[src/rtl/div_ctrl.sv]
// Multi-cycle 32-bit divider controller: restoring shift-subtract division
// over 32 steps, with signed/unsigned modes, divide-by-zero shortcut and
// pipeline-flush abort. Result is {remainder, quotient} for HI/LO.
module div_ctrl (
    input  logic        clk,
    input  logic        rst,
    input  logic        start_i,
    input  logic        annul_i,
    input  logic        signed_i,
    input  logic [31:0] opdata1_i,
    input  logic [31:0] opdata2_i,
    output logic [63:0] result_o,
    output logic        ready_o
);

    typedef enum logic [1:0] {
        FREE   = 2'd0,
        BYZERO = 2'd1,
        ON     = 2'd2,
        END    = 2'd3
    } state_t;

    state_t      state;
    state_t      next_state;

    logic [64:0] working;
    logic [5:0]  step_cnt;
    logic [31:0] divisor;
    logic        neg_dividend;
    logic        neg_divisor;

    logic        accept;
    logic [31:0] dividend_abs;
    logic [31:0] divisor_abs;
    logic [32:0] diff;
    logic [31:0] quotient_fix;
    logic [31:0] remainder_fix;

    // Operand preparation, one restoring step and final sign fix-up
    always_comb begin
        accept        = start_i && !annul_i;
        dividend_abs  = (signed_i && opdata1_i[31]) ? (~opdata1_i + 32'd1) : opdata1_i;
        divisor_abs   = (signed_i && opdata2_i[31]) ? (~opdata2_i + 32'd1) : opdata2_i;
        diff          = {1'b0, working[63:32]} - {1'b0, divisor};
        quotient_fix  = (neg_dividend ^ neg_divisor) ? (~working[31:0] + 32'd1) : working[31:0];
        remainder_fix = neg_dividend ? (~working[64:33] + 32'd1) : working[64:33];
    end

    // State register; reset wins over everything
    always_ff @(posedge clk) begin
        if (rst) begin
            state <= FREE;
        end else begin
            state <= next_state;
        end
    end

    // Next-state logic: abort only via annul, leave END when start drops
    always_comb begin
        next_state = state;
        case (state)
            FREE: begin
                if (accept) begin
                    next_state = (opdata2_i == 32'd0) ? BYZERO : ON;
                end
            end
            BYZERO: begin
                next_state = annul_i ? FREE : END;
            end
            ON: begin
                if (annul_i) begin
                    next_state = FREE;
                end else if (step_cnt == 6'd32) begin
                    next_state = END;
                end
            end
            END: begin
                if (!start_i) begin
                    next_state = FREE;
                end
            end
            default: next_state = FREE;
        endcase
    end

    // Datapath and registered outputs: capture, iterate, correct, present
    always_ff @(posedge clk) begin
        if (rst) begin
            working      <= 65'd0;
            step_cnt     <= 6'd0;
            divisor      <= 32'd0;
            neg_dividend <= 1'b0;
            neg_divisor  <= 1'b0;
            result_o     <= 64'd0;
            ready_o      <= 1'b0;
        end else begin
            case (state)
                FREE: begin
                    ready_o  <= 1'b0;
                    result_o <= 64'd0;
                    if (accept) begin
                        working      <= {32'd0, dividend_abs, 1'b0};
                        divisor      <= divisor_abs;
                        step_cnt     <= 6'd0;
                        neg_dividend <= signed_i & opdata1_i[31];
                        neg_divisor  <= signed_i & opdata2_i[31];
                    end
                end
                BYZERO: begin
                    working  <= 65'd0;
                    ready_o  <= 1'b0;
                    result_o <= 64'd0;
                end
                ON: begin
                    ready_o  <= 1'b0;
                    result_o <= 64'd0;
                    if (annul_i) begin
                        working  <= 65'd0;
                        step_cnt <= 6'd0;
                    end else if (step_cnt == 6'd32) begin
                        working  <= {remainder_fix, 1'b0, quotient_fix};
                        step_cnt <= 6'd0;
                    end else begin
                        if (diff[32]) begin
                            working <= {working[63:0], 1'b0};
                        end else begin
                            working <= {diff[31:0], working[31:0], 1'b1};
                        end
                        step_cnt <= step_cnt + 6'd1;
                    end
                end
                END: begin
                    if (start_i) begin
                        ready_o  <= 1'b1;
                        result_o <= {working[64:33], working[31:0]};
                    end else begin
                        ready_o  <= 1'b0;
                        result_o <= 64'd0;
                    end
                end
                default: begin
                    ready_o  <= 1'b0;
                    result_o <= 64'd0;
                end
            endcase
        end
    end

endmodule

[config.mk]
export PLATFORM = sky130hd
export DESIGN_NAME = div_ctrl
export DESIGN_NICKNAME = d
export VERILOG_FILES = /design/src/rtl/div_ctrl.sv
export SDC_FILE = /design/constraint.sdc
export NUM_CORES = 1
export LEC_CHECK = 0
export ABC_AREA = 0
export CAP_MARGIN = 25
export CELL_PAD_IN_SITES_DETAIL_PLACEMENT = 1
export CELL_PAD_IN_SITES_GLOBAL_PLACEMENT = 1
export CORE_ASPECT_RATIO = 1.75
export CORE_MARGIN = 2
export CORE_UTILIZATION = 35
export DETAILED_ROUTE_END_ITERATION = 8
export GPL_TIMING_DRIVEN = 0
export PLACE_DENSITY_LB_ADDON = 0.1
export REMOVE_ABC_BUFFERS = 1
export SYNTH_ARGS = -nofsm -noshare
export SYNTH_HDL_FRONTEND = slang
export SYNTH_SLANG_ARGS = --single-unit
[constraint.sdc]
create_clock -name clk -period 2.7 [get_ports clk]
set_input_delay 0.54 -clock clk [delete_from_list [all_inputs] [get_ports clk]]
set_output_delay 0.54 -clock clk [all_outputs]
set_load 0.01 [all_outputs]
==> reports/results.ini, run 1 <==
[grt]
grt_max_degree=51
use_met2_pct=49.83
grt_usage_pct=25.24
antenna_found_initial=2
use_met1_pct=25.02
overflow=0
grt_pass1_vias=12160
gr-usage-met3_pct=3.452
grt-busiest-layer=met2
grt_pass1_wl_mm=66.56

[timing]
fin_worst_skew_ns=0.01058
slew_violations=0
hold-worst-slack_ns=0.4344
setup_slack_ns=-0.1502
fin_crit_sh_pct=105.6
max-slew-margin-rel_pct=32.67
setup_viol=11
final-hold-violation-count=0
period_needed_ns=2.850
rsz0062_at_grt=yes
fmax_mhz=350.9
worst_slew_pin_slew_ns=1.009

[die]
core_region_area_mm2=0.03153
row_count=86
die_w_um=139.2
die_y_um=240.5
io_pins=134
dieArea_mm2=0.03348
start_util_pct=35.49

[placed_design]
gp_congestion=0.8948
port_buffers=133
dpl.cell_count=1906
dp_hpwl_mm=30.31
dp_slack_ns=-1.889
placed_cell_area_mm2=0.01298

[finish]
nNetsFinal=1722
drive_above_1_share_pct=20.67
area_growth_syn_to_layout_pct=37.20
fillers=3714
stdcell_area_mm2=0.01535
finalNonFillerCells=2018
finish.utilization_pct=48.70

[route]
dr.pass1.iters=5
vias_per_cell=5.792
wl_per_cell_um=21.27
final_antenna_net_count=0
drcViolationCount=0
totalWireLength_mm=42.92
dr_total_vias=11690
drt_iter0_markers=393

[logic_synthesis]
synthesis.area_mm2=0.01119
async_flop_share_pct=0
synth.avg_cell_area_um2=7.702
synth_edf_count=0
yosysSeqAreaShare_pct=30.77
yosys_warnings=0
synthTopCellsByCount=dfxtp_1 (172), nor2_1 (129), nand2_1 (123), a21oi_1 (115), o21ai_0 (108)
yosys.area.top_type=dfxtp_1
synthDistinctLibCells=79
synth_area_leaders=dfxtp_1 (31%), a21oi_1 (5.1%), ha_1 (4.9%), o21ai_0 (4.8%), nor2_1 (4.3%)
synth_cells=1453
synth_top_area_share_pct=30.77
ys_ff_latch=172
synth.most_common_cell=dfxtp_1
ys.flop_type=dfxtp_1

[status]
violations=negative setup slack
run_status=finished with violations

[power]
cellPowerDensity_mw_per_mm2=786.5
p_leak_uw=0.005702
ir_drop_mv=0.5117

[clock_network]
clk_path_buf_depth=2
cts_tree=built
path_clk_slew_ns=0.07
clkSinkCount=172
htreeDepth=4
cts_root_buffer=clkbuf_16
clk_latency_ns=0.46
cts_buffers=17

[critical_path]
crit_type=reg -> reg
required_ns=3.07
endpoint_kind=flip-flop
path_max_fanout=3
startpoint_type=flip-flop
arrival_ns=3.22

[worst_hold_path]
worstHoldPathType=in -> reg

[flow_run]
drv_cap=0

==> cell usage in the layout (no fill, tap or decap), types with 22 or more instances in the layout <==
master             n
a211oi_1          25
a21oi_1           94
and2_1            69
buf_4             67
clkdlybuf4s50_1  114
dfxtp_1          136
ha_1              22
inv_1             58
nand2_1          112
nand3_1           25
nor2_1           118
nor3_1            39
o211ai_1          27
o21ai_0           86
xnor2_1           49
xor2_1            46
==> critical path, cell delays in order (launching register included) <==
cell       delay, ns
dfxtp_4         0.39
inv_6           0.05
ha_4            0.16
fa_2            0.37
nand2b_4        0.16
a21oi_4         0.16
buf_4           0.13
o21ai_2         0.06
a211o_1         0.33
o21ai_4         0.30
a2111oi_4       0.11
or3_4           0.38
a22oi_2         0.15
==> cells by family (layout without fill, tap and decap cells) <==
logic type	after synthesis	count (layout)	synth area share (%)
simple gates	527	529	24.11
xor+xnor	96	96	7.513
other cells	0	1	0
compound gates	449	449	26.16
fa+ha+maj	45	45	5.098
mux	14	14	1.263
flops	172	172	30.77
buf+inv	150	316	5.087
==> power breakdown <==
group / leakage, uW / switching, uW / internal (uW)
registers: 0.00142 / 617 / 2910
clock network: 0.000296 / 1190 / 1470
logic: 0.00399 / 3380 / 2500
==> sequential cells by signal, indices dropped and copies added (netlist names) <==
register      flops
neg_dividend      1
ready_o           1
step_cnt          6
working          65
result_o         64
neg_divisor       1
state             2
divisor          32
==> routing by layer <==
metal	up-vias	wire length, um
met4	2	2349
met2	261	23800
met1	5705	15440
met3	120	1322
met5	-	13
li1	5600	-
==> layout make-up <==
class	count	area [um2]	share of cell area, %
Clock inverter	15	187.7	1.222
Tap cell	396	495.5	3.227
Clock buffer	17	425.4	2.771
Multi-Input combinational cell	1133	8272	53.87
Timing Repair Buffer	223	2211	14.40
Sequential cell	172	3526	22.96
Antenna cell	1	2.502	0.01630
Inverter	61	234.0	1.524
==> repair_timing <==
item                       in CTS  in global routing
cloned                          3                  1
setup endpoints to repair      70                 54
pin swaps                      48                 49
gates resized for setup       190                133
hold buffers                    0                  0
buffers inserted               43                 34
==> metrics by stage <==
stage / TNS (ns) / power [uW]
2_1_floorplan: -94.16 / 6463
3_3_place_gp: -590.46 / 7741
3_5_place_dp: -79.71 / 8222
4_1_cts: -0.3806 / 11660
5_1_grt: -2.507 / 12830
6_report: -0.6015 / 12080
==> final timing paths <==
kind	from	to	slack [ns]	depth (start not counted)
max reg2reg	working[32]	working[59]	-0.15	12
max	working[32]	working[59]	-0.15	12
min	opdata2_i[11]	divisor[11]	0.43	3
min reg2reg	divisor[31]	divisor[31]	0.48	2
Power figures use the tool's default switching activity.
==> inputs of run 2 (changes only) <==
- CAP_MARGIN: 25 -> default
- CELL_PAD_IN_SITES_DETAIL_PLACEMENT: 1 -> 0
- CORE_UTILIZATION: 35 -> 38
==> run 2 against run 1 <==
The flow still finishes with violations (negative setup slack). Die area down 7.7%. Critical path depth unchanged. Final cell count is 1.3% lower. Critical path type unchanged. Critical endpoint unchanged. Largest cell class unchanged. Largest power group unchanged. Highest routed layer is now met4.
==> reports/results.ini, run 2 (same netlist as run 1, synthesis figures left out) <==
[finish]
largest_register_ffs=65  ; unchanged
nNetsFinal=1709  ; was 1722
top_regs=working x65, result_o x64, divisor x32  ; unchanged
fillers=2837  ; was 3714
drive_above_1_share_pct=18.66  ; was 20.67%
multi_input_area_mm2=0.008190  ; was 0.008272 mm2
max_flop_register=working  ; unchanged
area_growth_syn_to_layout_pct=34.75  ; was 37.20%
finalNonFillerCells=1992  ; was 2018
mostFrequentLayoutCells=dfxtp_1 (139), nor2_1 (124), clkdlybuf4s50_1 (120)  ; was dfxtp_1 (136), nor2_1 (118), clkdlybuf4s50_1 (114)
finish.utilization_pct=51.67  ; was 48.70%
seq_area_mm2=0.003527  ; was 0.003526 mm2
layout_commonest_cell=dfxtp_1  ; unchanged

[power]
p_int_uw=6694  ; was 6886 uW
cellPowerDensity_mw_per_mm2=774.4  ; was 786.5 mW/mm2
seq_power_share_pct=30.0  ; was 29.2%
switching_share_pct=42.67  ; was 42.98%
p_comb_share_pct=49.0  ; was 48.8%
ir_drop_mv=0.4495  ; was 0.5117 mV
power_switching_uw=4984  ; was 5190 uW
p_clk_share_pct=21.0  ; was 22.0%
p_leak_uw=0.005558  ; was 0.005702 uW

[route]
totalWireLength_mm=40.29  ; was 42.92 mm
dr_total_vias=11470  ; was 11690
dr.pass1.iters=5  ; unchanged
vias_per_cell=5.756  ; was 5.792
drt_iter0_markers=547  ; was 393
final_antenna_net_count=0  ; unchanged
drcViolationCount=0  ; unchanged
wl_per_cell_um=20.22  ; was 21.27 um

[critical_path]
startpoint_type=flip-flop  ; unchanged
worst_path_most_repeated_cell=o21ai_4
critPathSlowestCell=or3_1  ; was dfxtp_4
endpoint_kind=flip-flop  ; unchanged
required_ns=3.07  ; about the same
arrival_ns=3.08  ; was 3.22 ns
critPathMaxStageDelay_ns=0.38  ; was 0.39 ns
critPathBufInv=2  ; unchanged
crit_type=reg -> reg  ; unchanged
critical_path.top_delay_family=compound AO/OA/AOI/OAI gates  ; unchanged
path_cells=inv_4, ha_4, fa_2, nand2b_4, a21oi_4, buf_6, o21ai_4, a211o_1, o21ai_4, a2111oi_4, or3_1, a22oi_2  ; was inv_6, ha_4, fa_2, nand2b_4, a21oi_4, buf_4, o21ai_2, a211o_1, o21ai_4, a2111oi_4, or3_4, a22oi_2
path_max_fanout=2  ; was 3

[clock_network]
path_clk_slew_ns=0.07  ; about the same
cts_tree=built  ; unchanged
cts_buffers=17  ; unchanged
cts_root_buffer=clkbuf_16  ; unchanged
clk_latency_ns=0.45  ; was 0.46 ns
htreeDepth=4  ; unchanged
clkSinkCount=172  ; unchanged
clk_path_buf_depth=2  ; unchanged

[timing]
tns_ns=-0.004484  ; was -0.6015 ns
setup_viol=1  ; was 11
hold-worst-slack_ns=0.4607  ; was 0.4344 ns
final-hold-violation-count=0  ; unchanged
fmax_mhz=369.8  ; was 350.9 MHz
fin_worst_skew_ns=0.009060  ; was 0.01058 ns
slew_violations=0  ; unchanged
rsz0062_at_grt=yes  ; unchanged
worst_slew_pin_slew_ns=1.070  ; was 1.009 ns
setup_slack_ns=-0.004484  ; was -0.1502 ns
max-slew-margin-rel_pct=28.67  ; was 32.67%
fin_crit_sh_pct=100.2  ; was 105.6%
period_needed_ns=2.704  ; was 2.850 ns

[grt]
antenna_found_initial=2  ; unchanged
grt_pass1_vias=11180  ; was 12160
grt_usage_pct=26.03  ; was 25.24%
grt_pass1_wl_mm=62.19  ; was 66.56 mm
overflow=0  ; unchanged
grt_max_degree=42  ; was 51

[placed_design]
gp_congestion=0.9035  ; was 0.8948
port_buffers=133  ; unchanged
dp_slack_ns=-2.108  ; was -1.889 ns
dpl.cell_count=1889  ; was 1906
dp_hpwl_mm=27.72  ; was 30.31 mm

[die]
row_count=83  ; was 86
start_util_pct=38.35  ; was 35.49%
dieArea_mm2=0.03089  ; was 0.03348 mm2
die_y_um=231.0  ; was 240.5 um
die_w_um=133.7  ; was 139.2 um
io_pins=134  ; unchanged
core_region_area_mm2=0.02918  ; was 0.03153 mm2

[worst_hold_path]
worstHoldPathType=reg -> reg  ; was in -> reg

[flow_run]
drv_cap=0  ; unchanged

[status]
run_status=finished with violations  ; unchanged
violations=negative setup slack  ; unchanged

[run 2: routing by layer]
layer	GRT usage [%]	vias to the layer above	wire, um
met5	0	-	0
met4	16.76	0	2556
met3	3.959	113	1585
met2	49.31	337	21700
met1	25.97	5417	14450
li1	-	5598	-
[run 2: cell type report]
cell class                      instances  share of cell area (%)
Timing Repair Buffer                  208                   13.75
Sequential cell                       172                   23.39
Tap cell                              382                   3.170
Multi-Input combinational cell       1135                   54.31
Clock buffer                           20                   3.029
Antenna cell                            2                 0.03319
Clock inverter                         12                  0.7468
Inverter                               61                   1.568
[run 2: worst min-delay path, cell delays in order, from the launching register on]
cell and delay [ns]:
dfxtp_1 0.32, nand2_1 0.05, a21oi_1 0.05
[run 2: metrics by stage]
stage          total power (uW)  area, um2
6_report                  11680      15080
5_1_grt                   12390      15080
4_1_cts                   11370      14580
3_5_place_dp               8036      12900
3_3_place_gp               7703      12660
2_1_floorplan              6463      10850
[run 2: power by group through the flow]
stage	combinational, uW	clock (uW)	sequential, uW
3_5_place_dp	4530	0	3510
6_report	5720	2460	3500
3_3_place_gp	4260	0	3440
4_1_cts	5350	2540	3480
5_1_grt	6180	2630	3570
2_1_floorplan	3140	0	3330
[run 2: path summary, 6_finish.rpt]
path	from	slack, ns	end	depth (start not counted)
hold / removal	divisor[31]	0.46	divisor[31]	2
setup / recovery	working[32]	-0.004	working[59]	12
setup reg to reg	working[32]	-0.004	working[59]	12
hold reg to reg	divisor[31]	0.46	divisor[31]	2
[run 2: what timing repair did]
item / CTS / global route
hold buffers: 0 / 0
resized for setup: 174 / 102
buffers inserted: 43 / 21
pin swaps: 44 / 49
gates cloned: 6 / 0
endpoints found under the setup margin: 81 / 50
==> inputs of run 3 (changes only) <==
- CORE_ASPECT_RATIO: 1.75 -> default
- CORE_UTILIZATION: 38 -> 42
- clock period: 2.7 -> 2.78 ns (I/O delays scaled with it)
==> run 3 against run 2 <==
The run ends with design-rule violations left. Routed wire length fell by 8.7%. Critical endpoint is now working[55]. Design area fell by 3.1%. Register-to-register slack improved by 0.07 ns. Final cell count fell by 3.7%. Clock power rose by 4%. Largest power group unchanged. Via count fell by 1.8%.
==> reports/results.ini, run 3 (same netlist as run 1, synthesis figures left out) <==
[critical_path]
path_max_fanout=7  ; was 2
arrival_ns=3.04  ; was 3.08 ns
r2r_cells=14  ; was 12
endpoint_kind=flip-flop  ; unchanged
crit_type=reg -> reg  ; unchanged
startpoint_type=flip-flop  ; unchanged
required_ns=3.10  ; was 3.07 ns

[finish]
largest_register_ffs=65  ; unchanged
layout_commonest_cell=dfxtp_1  ; unchanged
mostFrequentLayoutCells=dfxtp_1 (147), nor2_1 (123), clkdlybuf4s50_1 (120)  ; was dfxtp_1 (139), nor2_1 (124), clkdlybuf4s50_1 (120)
seq_area_mm2=0.003505  ; was 0.003527 mm2
diodes=0  ; was 2
stdcell_area_mm2=0.01461  ; was 0.01508 mm2
top_regs=working x65, result_o x64, divisor x32  ; unchanged
nNetsFinal=1686  ; was 1709
drive_above_1_share_pct=14.77  ; was 18.66%
finalNonFillerCells=1919  ; was 1992
area_growth_syn_to_layout_pct=30.57  ; was 34.75%
multi_input_area_mm2=0.007921  ; was 0.008190 mm2
fillers=2487  ; was 2837
max_flop_register=working  ; unchanged

[flow_run]
drv_cap=0  ; unchanged

[die]
die_y_um=167.2  ; was 231.0 um
row_count=59  ; was 83
die_w_um=167.2  ; was 133.7 um
io_pins=134  ; unchanged
dieArea_mm2=0.02797  ; was 0.03089 mm2
start_util_pct=42.82  ; was 38.35%
core_region_area_mm2=0.02613  ; was 0.02918 mm2

[placed_design]
port_buffers=133  ; unchanged
dp_slack_ns=-1.636  ; was -2.108 ns
gp_congestion=0.8786  ; was 0.9035
dpl.cell_count=1842  ; was 1889
placed_cell_area_mm2=0.01285  ; was 0.01290 mm2
dp_hpwl_mm=25.20  ; was 27.72 mm

[route]
dr_total_vias=11260  ; was 11470
drt_iter0_markers=1027  ; was 547
vias_per_cell=5.866  ; was 5.756
dr.pass1.iters=8  ; was 5
drcViolationCount=7  ; was 0
wl_per_cell_um=19.17  ; was 20.22 um
totalWireLength_mm=36.79  ; was 40.29 mm
final_antenna_net_count=0  ; unchanged

[clock_network]
cts_buffers=17  ; unchanged
cts_hold_buffers=0  ; unchanged
cts_root_buffer=clkbuf_16  ; unchanged
cts_tree=built  ; unchanged
htreeDepth=4  ; unchanged
clkSinkCount=172  ; unchanged
clk_latency_ns=0.44  ; was 0.45 ns
clk_path_buf_depth=2  ; unchanged
path_clk_slew_ns=0.07  ; about the same

[timing]
fin_worst_skew_ns=0.01434  ; was 0.009060 ns
rsz0062_at_grt=yes  ; unchanged
setup_slack_ns=0.06470  ; was -0.004484 ns
fmax_mhz=368.3  ; was 369.8 MHz
final-hold-violation-count=0  ; unchanged
tns_ns=0  ; was -0.004484 ns
setup_viol=0  ; was 1
slew_violations=0  ; unchanged
worst_slew_pin_slew_ns=0.9472  ; was 1.070 ns
period_needed_ns=2.715  ; was 2.704 ns
fin_crit_sh_pct=97.67  ; was 100.2%
max-slew-margin-rel_pct=36.86  ; was 28.67%

[power]
cellPowerDensity_mw_per_mm2=757.9  ; was 774.4 mW/mm2
p_comb_share_pct=46.3  ; was 49.0%
seq_power_share_pct=30.6  ; was 30.0%
power_switching_uw=4641  ; was 4984 uW
p_clk_share_pct=23.2  ; was 21.0%
p_int_uw=6432  ; was 6694 uW
ir_drop_mv=0.5506  ; was 0.4495 mV
finalPower_uw=11070  ; was 11680 uW
switching_share_pct=41.91  ; was 42.67%
p_leak_uw=0.005396  ; was 0.005558 uW

[grt]
grt_usage_pct=25.68  ; was 26.03%
overflow=0  ; unchanged
antenna_found_initial=0  ; was 2
grt_pass1_vias=10450  ; was 11180
grt_max_degree=49  ; was 42
grt_pass1_wl_mm=57.55  ; was 62.19 mm

[worst_hold_path]
worstHoldPathType=reg -> reg  ; unchanged
holdPathStages=2  ; unchanged

[status]
run_status=finished with violations  ; unchanged
violations=design-rule violations  ; was negative setup slack

[run 3: changes by cell type in the layout (fill, tap and decap cells not counted), sizes merged, moves of 2 or more]
cell	before	now
buf	75	54
clkbuf	24	20
bufinv	1	3
clkdlybuf4s15	1	3
diode	2	0
dlygate4sd2	5	7
[run 3: worst max-delay path, stage by stage (launching register included)]
cell and delay, ns:
dfxtp_2 0.35, inv_4 0.05, ha_4 0.15, fa_2 0.37
nand2b_4 0.16, a21oi_4 0.17, o211ai_1 0.12, buf_4 0.17
a21oi_4 0.19, o41ai_4 0.11, buf_6 0.17, buf_6 0.12
a21oi_4 0.14, a21oi_2 0.07, a211o_1 0.26
[run 3: worst paths after layout]
path / slack [ns] / start / end
min reg2reg: 0.47 / neg_divisor / neg_divisor
max: 0.06 / working[32] / working[55]
min: 0.47 / neg_divisor / neg_divisor
max reg2reg: 0.06 / working[32] / working[55]
[run 3: repair_timing]
item                       in CTS  in global routing
buffers inserted               21                 22
setup endpoints to repair      79                 49
resized for setup              86                118
pin swaps                      21                 38
gates cloned                    2                  1
[run 3: power by group through the flow]
stage / combinational [uW] / clock, uW / sequential [uW]
finish: 5120 / 2570 / 3380
global route: 5630 / 2680 / 3460
CTS: 4650 / 2590 / 3350
detailed placement: 4300 / 0 / 3400
global placement: 4130 / 0 / 3370
floorplan: 3050 / 0 / 3230
[run 3: cell type report]
| type | instances | area share, % |
|---|---|---|
| multi-input cells | 1133 | 54.21 |
| well taps | 335 | 2.869 |
| inverters | 61 | 1.584 |
| flip-flops and latches | 172 | 23.99 |
| clock inverters | 12 | 1.113 |
| clock buffers | 19 | 3.031 |
| repair buffers | 187 | 13.20 |
[run 3: stage by stage]
| step | hold WS, ns | utilization [%] |
|---|---|---|
| 3_3_place_gp | 0.4433 | 48.22 |
| 2_1_floorplan | 0.4258 | - |
| 6_report | 0.4683 | 55.91 |
| 3_5_place_dp | 0.4474 | 49.16 |
| 5_1_grt | 0.4966 | 55.91 |
| 4_1_cts | 0.4551 | 53.35 |
[run 3: layer usage]
layer  wire length, um  track usage, %  vias to the layer above
li1                  -               -                     5548
met1             17360           36.09                     5346
met2             16700           40.68                      323
met3              1982           3.711                       40
met4               752           8.166                        0
met5                 0               0                        -
